--- src/rtl/mult_controller.sv ---
// mult_controller: control FSM for a shift-free repeated-addition multiplier.
// Loads operand A then operand B from a valid-qualified bus, clears the
// product, then adds A into P while decrementing B until B reaches zero.
// An iteration limit aborts runaway operations with a sticky error flag.
//
// Ports:
//   clk, rst                 clock, synchronous active-high reset
//   start                    request a new multiplication (ignored while busy)
//   data_valid / data_ready  operand word handshake (LOAD_A, LOAD_B)
//   eqz                      datapath B register is zero
//   ld_a, ld_b, ld_p,
//   clr_p, dec_b             datapath register controls
//   busy                     not in IDLE
//   done                     one-cycle completion pulse (also on error)
//   err                      iteration limit hit; sticky until next start/rst
//   iter_cnt                 add iterations in current/last operation
module mult_controller #(
   parameter int ITER_W   = 15,
   parameter int MAX_ITER = 32767
) (
   input  logic              clk,
   input  logic              rst,
   input  logic              start,
   input  logic              data_valid,
   output logic              data_ready,
   input  logic              eqz,
   output logic              ld_a,
   output logic              ld_b,
   output logic              ld_p,
   output logic              clr_p,
   output logic              dec_b,
   output logic              busy,
   output logic              done,
   output logic              err,
   output logic [ITER_W-1:0] iter_cnt
);

   typedef enum logic [2:0] {
      IDLE, LOAD_A, LOAD_B, CLR_P, CHECK, ADD, DONE, ERR
   } state_t;

   localparam logic [ITER_W-1:0] MAX_C = ITER_W'(MAX_ITER);

   state_t            state_q, state_d;
   logic [ITER_W-1:0] iter_cnt_q, iter_cnt_d;
   logic              err_q, err_d;

   always_ff @(posedge clk) begin
      if (rst) begin
         state_q    <= IDLE;
         iter_cnt_q <= '0;
         err_q      <= 1'b0;
      end else begin
         state_q    <= state_d;
         iter_cnt_q <= iter_cnt_d;
         err_q      <= err_d;
      end
   end

   always_comb begin
      state_d    = state_q;
      iter_cnt_d = iter_cnt_q;
      err_d      = err_q;
      unique case (state_q)
         IDLE: begin
            if (start) begin
               state_d    = LOAD_A;
               iter_cnt_d = '0;
               err_d      = 1'b0;
            end
         end
         LOAD_A: if (data_valid) state_d = LOAD_B;
         LOAD_B: if (data_valid) state_d = CLR_P;
         CLR_P:  state_d = CHECK;
         CHECK: begin
            // zero test wins over the limit so an exact-limit product still completes
            if (eqz) begin
               state_d = DONE;
            end else if (iter_cnt_q == MAX_C) begin
               state_d = ERR;
               err_d   = 1'b1;   // registered now so err and done coincide in ERR
            end else begin
               state_d = ADD;
            end
         end
         ADD: begin
            state_d = CHECK;
            // saturate rather than wrap if MAX_ITER is set to the counter's full range
            if (iter_cnt_q != '1) iter_cnt_d = iter_cnt_q + 1'b1;
         end
         DONE:    state_d = IDLE;
         ERR:     state_d = IDLE;
         default: state_d = IDLE;
      endcase
   end

   // Moore outputs except the load strobes, which are qualified by data_valid
   always_comb begin
      data_ready = 1'b0;
      ld_a       = 1'b0;
      ld_b       = 1'b0;
      ld_p       = 1'b0;
      clr_p      = 1'b0;
      dec_b      = 1'b0;
      done       = 1'b0;
      busy       = (state_q != IDLE);
      unique case (state_q)
         LOAD_A: begin
            data_ready = 1'b1;
            ld_a       = data_valid;
         end
         LOAD_B: begin
            data_ready = 1'b1;
            ld_b       = data_valid;
         end
         CLR_P: clr_p = 1'b1;
         ADD: begin
            ld_p  = 1'b1;
            dec_b = 1'b1;
         end
         DONE:    done = 1'b1;
         ERR:     done = 1'b1;
         default: ;
      endcase
   end

   assign err      = err_q;
   assign iter_cnt = iter_cnt_q;

endmodule

--- config.mk ---
export PLATFORM = sky130hd
export DESIGN_NAME = mult_controller
export DESIGN_NICKNAME = d
export VERILOG_FILES = /design/src/rtl/mult_controller.sv
export SDC_FILE = /design/constraint.sdc
export NUM_CORES = 1
export LEC_CHECK = 0
export CORE_UTILIZATION = 42
export DETAILED_ROUTE_END_ITERATION = 6
export MAX_ROUTING_LAYER = met4
export PLACE_DENSITY_LB_ADDON = 0.1
export SLEW_MARGIN = 15
export SYNTH_ARGS = -nofsm -noshare
export SYNTH_HDL_FRONTEND = slang
export SYNTH_SLANG_ARGS = --single-unit
--- constraint.sdc ---
create_clock -name clk -period 1.7 [get_ports clk]
set_input_delay 0.255 -clock clk [delete_from_list [all_inputs] [get_ports clk]]
set_output_delay 0.255 -clock clk [all_outputs]
set_load 0.01 [all_outputs]
## Word level (Yosys, flattened, before mapping)

Cells that the tools add are included.

| storage, ports and cells | value |
|---|---|
| register bits after elaboration | 19 |
| bits of input ports | 5 |
| output and inout bits | 24 |
| word-level logic and storage cells | 48 |

| operators by class | value |
|---|---|
| add/subtract/negate cells | 1 |
| eq/ne operators | 15 |
| muxes and demuxes | 19 |
| reduce and logical (&&, ||, !) cells | 10 |

Operators with widths:

| kind | count |
|---|---|
| 15-bit 2-to-1 mux | 2 |
| 15-bit one-hot mux with 2 select lines | 1 |
| 3-bit one-hot mux with 6 select lines | 1 |
| 15-bit by 1-bit adder with 15-bit output (second input constant) | 1 |
| 15-bit equality test (second input constant) | 1 |
| 15-bit != test (second input constant) | 1 |
| 3-bit equality test (second input constant) | 4 |
| 2-bit != test (second input constant) | 6 |
| 1-bit 2-to-1 mux | 9 |
| 3-bit 2-to-1 mux | 3 |
| 3-bit by 2-bit equality test with 1-bit output (second input constant) | 2 |
| 3-bit AND reduction | 2 |
| 2-bit OR reduction | 3 |
| 2-bit 2-to-1 mux | 2 |
| 4-bit AND reduction | 1 |
| 2-bit nonzero test | 2 |
| 3-bit by 1-bit equality test with 1-bit output (second input constant) | 1 |
| 3-bit zero test | 1 |
| 3-bit nonzero test | 1 |
| 1-bit one-hot mux with 2 select lines | 1 |

## Depth between registers and ports, before layout

| logic depth | value |
|---|---|
| word-level depth | 4 |
| mapped depth | 7 |

## Least setup slack after synthesis

OpenSTA, ideal clock, no wires.

| path | value |
|---|---|
| path kind | register -> register |
| from | register iter_cnt_q[0] (netlist: iter_cnt[0]) |
| to | register iter_cnt_q[12] (netlist: iter_cnt[12]) |
| library setup time | 0.131 ns |
| arrival time | 1.554 ns |
| path slack | 0.015 ns |
| cell stages (with the launch flop) | 7 |
| period minus slack after synthesis | 1.685 ns |
| cell sequence | dfxtp_1 ha_1 and4b_1 buf_2 nand4_1 o311ai_1 o41ai_1 |

| between the ends | value |
|---|---|
| longest elaborated chain between the ends | 3 |

Ends and longest elaborated chain:

| what | line | RTL |
|---|---|---|
| start: declaration | 45 | `logic [ITER_W-1:0] iter_cnt_q, iter_cnt_d;` |
| start signal: assignment | 55 | `iter_cnt_q <= iter_cnt_d;` |
| 15-bit by 1-bit adder with 15-bit output or 15-bit != test (tied branches) | 89 | `if (iter_cnt_q != '1) iter_cnt_d = iter_cnt_q + 1'b1;` |
| 15-bit 2-to-1 mux or 2-bit != test (tied branches) | -- |  |
| 15-bit one-hot mux with 2 select lines or 3-bit AND reduction (tied branches) | -- |  |

Several ways; a longest one is shown, not always the timed one. The select of a mux whose other input is x is not followed.
A chain may end at the register's enable or synchronous reset.

## Final worst setup path

| path | value |
|---|---|
| from | register state_q[1] |
| to | output ld_a |

| between the ends | value |
|---|---|
| longest elaborated chain between the ends | 2 |

Ends and longest elaborated chain:

| what | line | RTL |
|---|---|---|
| start: declaration | 44 | `state_t state_q, state_d;` |
| start signal: assignment | 54 | `state_q <= state_d;` |
| 3-bit by 1-bit equality test with 1-bit output | 107 | `unique case (state_q)` |
| 1-bit 2-to-1 mux | 107 |  |
| end: declaration | 27 | `output logic ld_a,` |

No other way between the ends.

==> metrics <==
Final GP Congestion between 0.8 and 0.9; routed len/inst roughly 13 um; Post-Syn Area 1060 um^2; # DRC 0; worst endpoint required time about 1400 ps; critical path startpoint category register; CP arrival around 1400 ps; Row Count 17; clock-pin slew on the worst setup and hold paths between 100 and 150 ps; PnR worst setup slack roughly 74 ps; CP endpoint ld_a; Crit Path Max Fanout 6; Synth async-reset ratio 0; Most used DFF post-synth dfxtp_1; Mapped Avg Cell Area around 8.4 um^2; # port buffers 28; Die Height about 52 um; htree depth 1; result of the run finished, final reports clean; 1st-iter DRT viols 26; ANT nets after route 0; final hold violations 0; fin crit share 0.956; initial antenna violation count 0; placed wire-length estimate 2030 um; simple-gate area share of the yosys netlist 0.360; power per standard cell area approximately 470 nW/um^2; largest area contributor in the netlist dfxtp_1; nets between 150 and 200; vias in the first global route around 1100; P_leak 0.000672 uW; core area 2300 um^2; top cells by area, synth dfxtp_1 (36%), a21oi_1 (4.2%), nand2_1 (3.9%); Initial Util 0.462; RSZ-0062 raised after global routing false; Max IR drop VDD 0.000676 V; io pins 29; die width around 52 um; fmax 615 MHz; main combinational cell family by area after synthesis simple AND/OR/NAND/NOR gates; CTS hold repair buffers 0; Die ar. between 2000 and 3000 um^2; flop-to-flop setup slack roughly 80 ps; post-route insts no fill 207; WS Path Type reg -> out; vias between 1000 and 1500; clk sinks 19; fin. max-slew vios 0; Synth Area in Compound Gates 0.206; CP endpoint kind output port; Seq cells post-synth 19; Syn Inst Count between 100 and 150; remaining global-route overflow 0; Worst slew margin 0.776; Cell variety after synth slightly above 40; layout cells sized above 1 0.268; Synth Area in Adders 0.0118; drt pass-1 iters 4; clk root buf clkbuf_4; Setup violations, final 0; worst reg2reg path depth 4; min Tclk post-route around 1600 ps; Antenna diodes 0; placed cells a little under 200; DR vias/cell around 5.6; All-Layer GR Usage 0.233; worst setup path start state_q[1]$_SDFFE_PP0P_; XOR/XNOR share of the synthesized area 0; EDFF count, synth 0; share of the synthesized area in the top cell type 0.358; mux share of post-synthesis cell area 0; worst skew pair latency around 300 ps; Syn Nets ~130; largest net degree at the start of global routing 13; dpl ws -162 ps; Area Growth Syn to Fin 51.8%; CTS tree built; Worst-Margin Slew 334 ps; r2r startpoint iter_cnt[4]$_SDFFE_PP0P_; total CTS buffers 3; WL final ~2800 um; first-pass GRT wire length 4630 um; yosys warns 0; Clock Skews around 15 ps; Longest Clk Path Bufs 2; RR Endpoint iter_cnt[13]$_SDFFE_PP0P_; max_cap viols 0; post-synthesis sequential area ratio 0.358; Worst Hold Class reg -> reg
-- flip-flops by register name, summed over array words and instances (netlist names) --
name / count
state_q: 3
err: 1
iter_cnt: 15
-- where the power goes --
group	internal (uW)	leakage, uW	switching [uW]
Combinational	42.0	0.000499	37.0
Clock	91.3	0.0000150	142
Sequential	445	0.000158	8.87
Total	578	0.000672	188
-- critical path, stage by stage (launching register included) --
cell and delay [ps]:
dfxtp_4 380, dlymetal6s2s_1 170, nor3_1 220, dlygate4sd2_1 290
-- synthesized netlist by cell type (3+ instances only) --
library cell,number
a21oi_1,9
dfxtp_1,19
inv_1,4
nand2_1,11
nand2b_1,3
nand3_1,3
nand4_1,5
nor2_1,10
nor3_1,7
o211ai_1,3
o21ai_0,8
o41ai_1,4
or3_1,3
or4_1,4
-- what timing repair did --
| item | 4_1_cts | 5_1_grt |
|---|---|---|
| gates cloned | 0 | 0 |
| gates resized for setup | 15 | 11 |
| pin swaps | 0 | 4 |
| endpoints found under the setup margin | 12 | 15 |
| setup buffers | 2 | 5 |
-- final cells by class --
cell class / count / area, um^2
clock buffer: 4 / 26.3
fill: 202 / 684
inverter: 6 / 27.5
multi-input combinational: 96 / 644
sequential: 19 / 397
tap: 28 / 35.0
timing repair buffer: 54 / 483
-- how the worst min path moves through the flow --
stage                         startpoint                   endpoint  slack (ps)  cells past startpoint
2_1_floorplan                        rst    state_q[2]$_SDFFE_PP0P_         320                      1
3_3_place_gp   iter_cnt[12]$_SDFFE_PP0P_  iter_cnt[12]$_SDFFE_PP0P_         510                      2
3_5_place_dp   iter_cnt[12]$_SDFFE_PP0P_  iter_cnt[12]$_SDFFE_PP0P_         520                      1
4_1_cts        iter_cnt[12]$_SDFFE_PP0P_  iter_cnt[12]$_SDFFE_PP0P_         540                      1
5_1_grt         iter_cnt[7]$_SDFFE_PP0P_   iter_cnt[7]$_SDFFE_PP0P_         540                      2
6_report        iter_cnt[7]$_SDFFE_PP0P_   iter_cnt[7]$_SDFFE_PP0P_         510                      2
-- stage by stage --
step,utilization,setup TNS [ps],area (um^2),total power [uW],hold slack [ps]
after global placement,0.650,-734,1490,545,512
after floorplan,-,0,1060,499,324
final,0.702,0,1610,766,513
after detailed placement,0.650,-989,1490,546,522
after global routing,0.702,0,1610,797,544
after CTS,0.671,0,1540,770,537
-- metal layers --
metal  wire length [um]  global-route usage
met1               1350               0.308
met2               1310               0.371
met5                  0                   -
met4                 12              0.0307
met3                104              0.0522
-- placed cells by master (no fill, tap or decap), drive strengths merged, types with 5 or more instances in the layout --
master | synthesis | routed
a21oi | 9 | 9
buf | 5 | 25
clkbuf | 1 | 5
clkdlybuf4s50 | 0 | 20
dfxtp | 19 | 19
dlygate4sd2 | 0 | 6
inv | 5 | 5
nand2 | 11 | 11
nand4 | 6 | 6
nor2 | 10 | 10
nor3 | 7 | 7
o21ai | 8 | 8
-- cells by family (layout without fill, tap and decap cells) --
kind of cell | after synthesis | after routing
buffers and inverters | 12 | 64
AO/OA/AOI/OAI | 33 | 33
adder cells (fa/ha/maj) | 1 | 1
flip-flops | 19 | 19
AND/OR/NAND/NOR | 62 | 62
Power figures use the tool's default switching activity.
